==> src/rtl/volume_level_ctrl.sv <==
`timescale 1ns/1ps
// Windowed-peak mic level meter: quantises each window's peak to 0..15 and steps the
// displayed level through attack/hold/decay, updating only on OLED frame boundaries.
module volume_level_ctrl #(
   parameter int SAMPLE_WIN   = 4000,
   parameter int HOLD_FRAMES  = 30,
   parameter int DECAY_FRAMES = 4
) (
   input  logic        clk,
   input  logic        rst_n,
   input  logic        sample_valid,
   input  logic [11:0] mic_in,
   input  logic        frame_begin,
   input  logic        freeze,
   output logic [3:0]  level,
   output logic [3:0]  target,
   output logic        level_strobe,
   output logic [1:0]  state_dbg
);

   // Handshake: sample_valid and frame_begin are single-cycle strobes with no back-pressure;
   // every strobe is consumed on the edge that samples it.

   localparam int WW = (SAMPLE_WIN > 1)   ? $clog2(SAMPLE_WIN)       : 1;
   localparam int HW = (HOLD_FRAMES > 0)  ? $clog2(HOLD_FRAMES + 1)  : 1;
   localparam int DW = (DECAY_FRAMES > 0) ? $clog2(DECAY_FRAMES + 1) : 1;

   typedef enum logic [1:0] {
      ST_ATTACK = 2'd0,
      ST_HOLD   = 2'd1,
      ST_DECAY  = 2'd2
   } state_e;

   state_e          state_q, state_d;
   logic [11:0]     run_max_q, run_max_d;
   logic [WW-1:0]   win_cnt_q, win_cnt_d;
   logic [3:0]      target_q, target_d;
   logic [3:0]      level_q, level_d;
   logic [HW-1:0]   hold_cnt_q, hold_cnt_d;
   logic [DW-1:0]   dec_cnt_q, dec_cnt_d;
   logic            strobe_q, strobe_d;
   logic [11:0]     peak;
   logic            frame_go;

   assign peak     = (mic_in > run_max_q) ? mic_in : run_max_q;
   assign frame_go = frame_begin & ~freeze;

   // Window unit runs regardless of freeze; bit 11 set means at or above the midpoint.
   always_comb begin
      run_max_d = run_max_q;
      win_cnt_d = win_cnt_q;
      target_d  = target_q;
      if (sample_valid) begin
         if (win_cnt_q == WW'(SAMPLE_WIN - 1)) begin
            target_d  = peak[11] ? peak[10:7] : 4'd0;
            run_max_d = '0;
            win_cnt_d = '0;
         end else begin
            run_max_d = peak;
            win_cnt_d = win_cnt_q + WW'(1);
         end
      end
   end

   always_comb begin
      state_d    = state_q;
      level_d    = level_q;
      hold_cnt_d = hold_cnt_q;
      dec_cnt_d  = dec_cnt_q;
      strobe_d   = frame_go;
      if (state_q == ST_ATTACK) state_d = ST_HOLD;
      if (frame_go) begin
         if (target_q > level_q) begin
            level_d    = target_q;
            hold_cnt_d = HW'(HOLD_FRAMES);
            state_d    = ST_ATTACK;
         end else begin
            case (state_q)
               ST_ATTACK, ST_HOLD: begin
                  if (hold_cnt_q > HW'(1)) begin
                     hold_cnt_d = hold_cnt_q - HW'(1);
                     state_d    = ST_HOLD;
                  end else begin
                     state_d   = ST_DECAY;
                     dec_cnt_d = DW'(DECAY_FRAMES);
                  end
               end
               ST_DECAY: begin
                  // target < level guarantees level >= 1, so the step cannot wrap.
                  if (target_q < level_q) begin
                     if (dec_cnt_q <= DW'(1)) begin
                        level_d   = level_q - 4'd1;
                        dec_cnt_d = DW'(DECAY_FRAMES);
                     end else begin
                        dec_cnt_d = dec_cnt_q - DW'(1);
                     end
                  end
               end
               default: state_d = ST_DECAY;
            endcase
         end
      end
   end

   always_ff @(posedge clk or negedge rst_n) begin
      if (!rst_n) begin
         state_q    <= ST_DECAY;
         run_max_q  <= '0;
         win_cnt_q  <= '0;
         target_q   <= '0;
         level_q    <= '0;
         hold_cnt_q <= '0;
         dec_cnt_q  <= '0;
         strobe_q   <= 1'b0;
      end else begin
         state_q    <= state_d;
         run_max_q  <= run_max_d;
         win_cnt_q  <= win_cnt_d;
         target_q   <= target_d;
         level_q    <= level_d;
         hold_cnt_q <= hold_cnt_d;
         dec_cnt_q  <= dec_cnt_d;
         strobe_q   <= strobe_d;
      end
   end

   assign level        = level_q;
   assign target       = target_q;
   assign level_strobe = strobe_q;
   assign state_dbg    = state_q;

endmodule

==> config.mk <==
export PLATFORM = sky130hd
export DESIGN_NAME = volume_level_ctrl
export DESIGN_NICKNAME = d
export VERILOG_FILES = /design/src/rtl/volume_level_ctrl.sv
export SDC_FILE = /design/constraint.sdc
export NUM_CORES = 1
export LEC_CHECK = 0
export ABC_CLOCK_PERIOD_IN_PS = 2500
export BUFFER_PORTS_ARGS = -buffer_cell sky130_fd_sc_hd__buf_2
export CAP_MARGIN = 20
export CELL_PAD_IN_SITES_DETAIL_PLACEMENT = 1
export CELL_PAD_IN_SITES_GLOBAL_PLACEMENT = 1
export CORE_MARGIN = 2
export CORE_UTILIZATION = 45
export CTS_CLUSTER_DIAMETER = 120
export DETAILED_ROUTE_END_ITERATION = 16
export MAX_ROUTING_LAYER = met4
export PLACE_DENSITY = 0.78
export SYNTH_ARGS = -nofsm -noshare
export SYNTH_HDL_FRONTEND = slang
export SYNTH_SLANG_ARGS = --single-unit
==> constraint.sdc <==
create_clock -name clk -period 2.5 [get_ports clk]
set_input_delay 0.375 -clock clk [delete_from_list [all_inputs] [get_ports clk]]
set_output_delay 0.375 -clock clk [all_outputs]
set_load 0.01 [all_outputs]
==> summary.txt, run 1 <==
Synthesis
  – Register area share after synthesis: 0.4327
  – Syn avg cell area: 10.08 um^2
  – Ys async rst share: 1.000
  – Mapped Area: 2490 um^2
  – Synth Warn #: 0
  – Count of different cell masters after synthesis: 52
  – EDFF count, synth: 0
  – Post-synth top area cell: dfrtp_1
  – Register bit count reported by yosys: 43
  – Top-area cell type share of the netlist area: 0.4221
  – Synth Net Count: 286
  – Ys flop type: dfrtp_1
  – Top cells by area, synth: dfrtp_1, ha_1, a22o_1
  – Syn Inst Count: 247

Final layout
  – Finished layout cell area: 2809 um^2
  – Layout Utilization: 0.5164
  – Fin cells: 352
  – Layout cells sized above 1: 0.1821
  – Diode count: 0
  – Final layout net count: 318
  – Area growth from synthesis to layout: 12.81%

STA
  – Tightest Pin Transition: 0.9579 ns
  – Fin Hold WS: 0.2337 ns
  – Final Cycle Share: 0.9462
  – Min Tclk post-route: 2.365 ns
  – Final setup vio count: 0
  – Clk_skew: 0.008529 ns
  – Fmax: 422.8 MHz
  – Hold Violations, Final: 0
  – Slew HR: 0.3614
  – Pins over their slew limit: 0
  – Setup slack after layout: 0.1345 ns
  – Setup repair after global routing missed its margin: false

Place
  – IO Port Bufs: 27
  – Worst slack, placed: -0.03694 ns
  – Post-DP Area: 2696 um^2
  – Hpwl dp: 4335 um
  – Placed insts: 344
  – GP Congestion: 0.8716

Global route
  – Pin count of the biggest net entering global routing: 44
  – Vias in the first global route: 2084
  – Global-route wire length before repair: 9867 um
  – Grt ovf: 0
  – Global Route Usage Sum: 0.2079
  – Antenna violations before repair: 0

Floorplan
  – Full die area: 6144 um^2
  – Num ports: 28
  – Chip height: 78.39 um
  – CORE AREA: 5439 um^2
  – Initial Utilization: 0.4578
  – Num rows: 27
  – Die width: 78.39 um

Routing
  – Vias: 1983
  – Iteration-0 DRC Markers: 71
  – Pre-antenna DRT Iters: 5
  – Vias per std cell: 5.634
  – WL per Instance: 15.96 um
  – Routed Antenna Nets: 0
  – Post-Route WL: 5619 um
  – DRC: 0

Clock network
  – CTS H-tree depth: 2
  – Root Buffer: clkbuf_8
  – Total CTS buffers: 5
  – Skew-Pair Late Insertion Delay: 0.29 ns
  – CTS Sinks: 43
  – CTS Buffer Depth: 2
  – Worst-path clk slew: 0.08 ns
  – TritonCTS clock tree: yes
  – Post-CTS setup buffers: 0

Critical path
  – CP max stage cell: o41a_2
  – Crit path DAT: 2.59 ns
  – Crit-path max cell delay: 0.51 ns
  – Crit end category: flip-flop
  – Nature of the critical path startpoint: flip-flop
  – CP Cell Sequence: inv_1 > ha_1 > nor2b_1 > o211ai_1 > a21oi_1 > o41a_2 > o21ai_4 > a22o_2
  – Setup CP Type: flip-flop to flip-flop
  – Crit path max fanout: 12
  – Req. time, crit path: 2.72 ns

Hold path
  – Hold Path Class: input pin to async pin

Power and ir drop
  – Power per cell area: 962.5 nW/um^2
  – Maximum VDD drop: 0.4337 mV
  – P_leak: 1.308 nW

Job
  – Maxcap violations: 0

Run status
  – Status: complete, no violations
## where the power goes
group	total, mW	switching, mW	internal (mW)
combinational	1.02	0.555	0.469
sequential	1.15	0.223	0.926
clock	0.530	0.231	0.299
total	2.70	1.01	1.69
## layout by cell type, fill, tap and decap left out, drive strengths merged, types with 5 or more instances in the layout
cell    instances
nand3           7
ha             22
clkbuf          7
a22o           13
nor2b           5
nor3            6
buf            31
dfrtp          42
a21oi          17
nand2          17
nand4          10
o21ai           9
inv            25
nor2           14
## final cells by class
class	count	area, um^2
fill	636	2630
multi-input combinational	171	1264
sequential	43	1077
timing repair buffer	31	165.2
inverter	27	106.4
tap	72	90.09
clock buffer	7	76.32
clock inverter	1	30.03
## worst max-delay path: cells and delay by family, from the launching register on
| family | cells | cell delay, ns |
|---|---|---|
| compound gates | 5 | 1.48 |
| fa+ha+maj | 1 | 0.28 |
| simple gates | 1 | 0.13 |
| flops | 1 | 0.36 |
| buf+inv | 1 | 0.05 |
## metal layers
layer  share of wire  track usage  up-vias
li1                -            -      957
met1            0.47       0.2641      991
met2            0.50       0.3500       31
met3           0.024      0.02874        4
met4           0.012      0.05965        0
met5               0            -        -
## flip-flops by register name (all words and copies together), names as in the netlist
signal	cells
level	4
win_cnt_q	12
state_dbg	2
level_strobe	1
run_max_q	12
dec_cnt_q	3
hold_cnt_q	5
target	4
## cell usage after synthesis, drive strengths merged, types with 2 or more instances
| library cell | instances |
|---|---|
| a2bb2oi | 4 |
| clkinv | 2 |
| dfrtp | 42 |
| a41oi | 2 |
| nand3 | 7 |
| or2 | 2 |
| a21oi | 17 |
| inv | 25 |
| mux2i | 2 |
| a21o | 2 |
| nor3 | 6 |
| nor2 | 14 |
| xor2 | 4 |
| nor4 | 2 |
| a221o | 4 |
| clkbuf | 3 |
| nor2b | 5 |
| buf | 3 |
| nand4 | 10 |
| nand2b | 2 |
| o21bai | 2 |
| xnor2 | 3 |
| nand2 | 17 |
| a22o | 13 |
| o22ai | 3 |
| o31ai | 4 |
| o21ai | 9 |
| or3 | 4 |
| ha | 22 |
## cells by family (layout without fill, tap and decap cells)
logic type / after synthesis / in the layout / synth area share
adder cells (fa/ha/maj): 22 / 22 / 0.1106
XOR/XNOR: 7 / 7 / 0.02462
AO/OA/AOI/OAI: 67 / 67 / 0.1970
flip-flops: 43 / 43 / 0.4327
AND/OR/NAND/NOR: 73 / 73 / 0.1648
buffers and inverters: 33 / 66 / 0.06231
multiplexers: 2 / 2 / 0.008041
## what timing repair did
action / 4_1_cts / 5_1_grt
gates resized for setup: 0 / 1
hold buffers: 0 / 0
endpoints found under the setup margin: 0 / 11
## metrics by stage
step	power, mW	TNS (ns)
2_1_floorplan	1.870	0
3_3_place_gp	2.109	0
3_5_place_dp	2.183	-0.1835
4_1_cts	2.722	0
5_1_grt	2.929	0
6_report	2.704	0
## final timing paths
path | from | end | slack (ns) | cells past startpoint
max | run_max_q[1]$_DFFE_PN0P_ | run_max_q[11]$_DFFE_PN0P_ | 0.13 | 8
min | rst_n | hold_cnt_q[4]$_DFFE_PN0P_ | 0.23 | 1
max reg2reg | run_max_q[1]$_DFFE_PN0P_ | run_max_q[11]$_DFFE_PN0P_ | 0.13 | 8
min reg2reg | win_cnt_q[4]$_DFFE_PN0P_ | win_cnt_q[4]$_DFFE_PN0P_ | 0.49 | 1
max in group asynchronous | rst_n | state_dbg[1]$_DFF_PN1_ | 1.59 | 2
min in group clk | mic_in[0] | run_max_q[0]$_DFFE_PN0P_ | 0.31 | 2
Power figures use the tool's default switching activity.
==> run 2, diff against run 1 <==
--- a/config.mk
+++ b/config.mk
@@ -11,11 +11,11 @@
 export CELL_PAD_IN_SITES_DETAIL_PLACEMENT = 1
 export CELL_PAD_IN_SITES_GLOBAL_PLACEMENT = 1
 export CORE_MARGIN = 2
-export CORE_UTILIZATION = 45
+export CORE_UTILIZATION = 30
 export CTS_CLUSTER_DIAMETER = 120
 export DETAILED_ROUTE_END_ITERATION = 16
 export MAX_ROUTING_LAYER = met4
-export PLACE_DENSITY = 0.78
+export PLACE_DENSITY = 0.56
 export SYNTH_ARGS = -nofsm -noshare
 export SYNTH_HDL_FRONTEND = slang
 export SYNTH_SLANG_ARGS = --single-unit
==> run 2 against run 1 <==
Effect of this change:
- via count fell by 1.6%
- combinational power barely moved
- core utilization fell by 17 points
- hold slack got worse by 0.14 ns
- non-clock buffer count rose by 1
- clock skew rose by 0.0030 ns
- final cell count rose by 9.7%
==> summary.txt, run 2 (synthesis results as in run 1) <==
Power and ir drop
  – Clk pwr share: 0.177
  – Power per cell area: 918.8 nW/um^2
  – Total net switching power: 1.021 mW
  – Combinational Power Share: 0.385
  – P_int: 1.589 mW
  – Power after layout: 2.610 mW
  – Sw Share: 0.3912
  – P_leak: 1.300 nW
  – Sequential power share: 0.437
  – Maximum VDD drop: 0.2766 mV

Routing
  – WL per Instance: 14.96 um
  – Iteration-0 DRC Markers: 59
  – Vias: 1952
  – Vias per std cell: 5.057
  – Post-Route M1 WL: 2752 um
  – WL met3: 164 um
  – Max layer used: met4
  – Met2 Wirelength: 2786 um
  – DRC: 0
  – Pre-antenna DRT Iters: 4
  – Post-Route WL: 5775 um
  – Routed Antenna Nets: 0

Final layout
  – # fillers: 946
  – Layout Utilization: 0.3492
  – Finished layout cell area: 2840 um^2
  – Final layout net count: 319
  – Area growth from synthesis to layout: 14.07%
  – Most frequent cells in the layout: dfrtp_1, buf_2, inv_1
  – Regs by FF count: run_max_q: 12 flops, win_cnt_q: 12 flops, hold_cnt_q: 5 flops
  – Most common library cell in the layout ignoring fill and taps: dfrtp_1
  – Layout cells sized above 1: 0.1922
  – Diode count: 0

Floorplan
  – CORE AREA: 8134 um^2
  – Initial Utilization: 0.3061
  – Chip height: 95.10 um
  – Num ports: 28
  – Die width: 95.10 um
  – Full die area: 9044 um^2
  – Num rows: 33

Run status
  – Status: complete, no violations

Job
  – Maxcap violations: 0

STA
  – Clk_skew: 0.01155 ns
  – Fmax: 438.9 MHz
  – Final setup vio count: 0
  – Setup repair after global routing missed its margin: false
  – Sum Neg Setup Slack: 0 ns
  – Pins over their slew limit: 0
  – Min Tclk post-route: 2.278 ns
  – Tightest Pin Transition: 0.6589 ns
  – Fin Hold WS: 0.09444 ns
  – Slew HR: 0.5608
  – Hold Violations, Final: 0
  – Final Cycle Share: 0.9113

Global route
  – Global-route wire length before repair: 9963 um
  – Pin count of the biggest net entering global routing: 30
  – Grt ovf: 0
  – Global Route Usage Sum: 0.1465
  – Antenna violations before repair: 0
  – Vias in the first global route: 2105

Critical path
  – Nature of the critical path startpoint: flip-flop
  – Crit-path max cell delay: 0.49 ns
  – Crit path DAT: 2.52 ns
  – Crit end category: flip-flop
  – Crit path max fanout: 12
  – CP Cell Sequence: inv_1 > ha_1 > nor2b_1 > o211ai_1 > a21oi_1 > o41a_2 > o21ai_4 > a22o_1
  – Setup CP Type: flip-flop to flip-flop
  – CP max stage cell: o41a_2
  – Crit path buf inv count: 1
  – Family with the most delay on the worst path: compound AO/OA/AOI/OAI gates
  – Req. time, crit path: 2.74 ns

Place
  – Hpwl dp: 4359 um
  – GP Congestion: 0.7557
  – Post-DP Area: 2745 um^2
  – IO Port Bufs: 27

Clock network
  – Post-CTS setup buffers: 0
  – Worst-path clk slew: 0.09 ns
  – CTS H-tree depth: 2
  – CTS Buffer Depth: 2
  – TritonCTS clock tree: yes
  – Root Buffer: clkbuf_8
  – Total CTS buffers: 5
  – CTS Sinks: 43
  – Skew-Pair Late Insertion Delay: 0.30 ns

Hold path
  – Hold Path Class: input pin to async pin
[run 2: metal layers]
metal	vias up	global-route usage
met1	954	0.1812
met4	0	0.04710
met3	8	0.02925
met2	28	0.2406
li1	962	-
met5	-	-
[run 2: worst paths after layout]
path,start,endpoint,slack [ns],depth (start not counted)
min in group clk,mic_in[0],run_max_q[0]$_DFFE_PN0P_,0.30,2
worst max-delay path,run_max_q[1]$_DFFE_PN0P_,run_max_q[2]$_DFFE_PN0P_,0.22,8
worst max register to register,run_max_q[1]$_DFFE_PN0P_,run_max_q[2]$_DFFE_PN0P_,0.22,8
max in group asynchronous,rst_n,dec_cnt_q[2]$_DFFE_PN0P_,1.81,2
worst min-delay path,rst_n,hold_cnt_q[1]$_DFFE_PN0P_,0.09,1
worst min register to register,win_cnt_q[4]$_DFFE_PN0P_,win_cnt_q[4]$_DFFE_PN0P_,0.48,1
[run 2: area by class of cell]
type / count / area (um^2) / area share
Multi-Input combinational cell: 171 / 1264 / 0.4449
Tap cell: 105 / 131.4 / 0.04626
Timing Repair Buffer: 32 / 172.7 / 0.06079
Inverter: 27 / 106.4 / 0.03744
Clock inverter: 3 / 20.02 / 0.007048
Clock buffer: 5 / 68.82 / 0.02423
Sequential cell: 43 / 1077 / 0.3793
[run 2: through the flow]
stage	cells	setup WS, ns
2_1_floorplan	247	0.4839
3_3_place_gp	378	-0.01219
3_5_place_dp	378	-0.03653
4_1_cts	386	0.01265
6_report	386	0.2216
5_1_grt	386	0.03462
[run 2: power groups by stage]
stage	sequential [mW]	combinational (mW)	clock, mW
2_1_floorplan	1.11	0.756	0
3_3_place_gp	1.15	0.987	0
3_5_place_dp	1.16	1.02	0
4_1_cts	1.14	1.02	0.488
5_1_grt	1.18	1.16	0.521
6_report	1.14	1.00	0.463
[run 2: timing repair]
action,CTS,global route
resized for setup,0,1
hold buffers,0,0
endpoints found under the setup margin,0,11
[run 2: worst reg2reg max path: cells and delay by family (launching register included)]
kind | cells | cell delay (ns)
flops | 1 | 0.36
buf+inv | 1 | 0.05
compound gates | 5 | 1.40
simple gates | 1 | 0.13
fa+ha+maj | 1 | 0.28
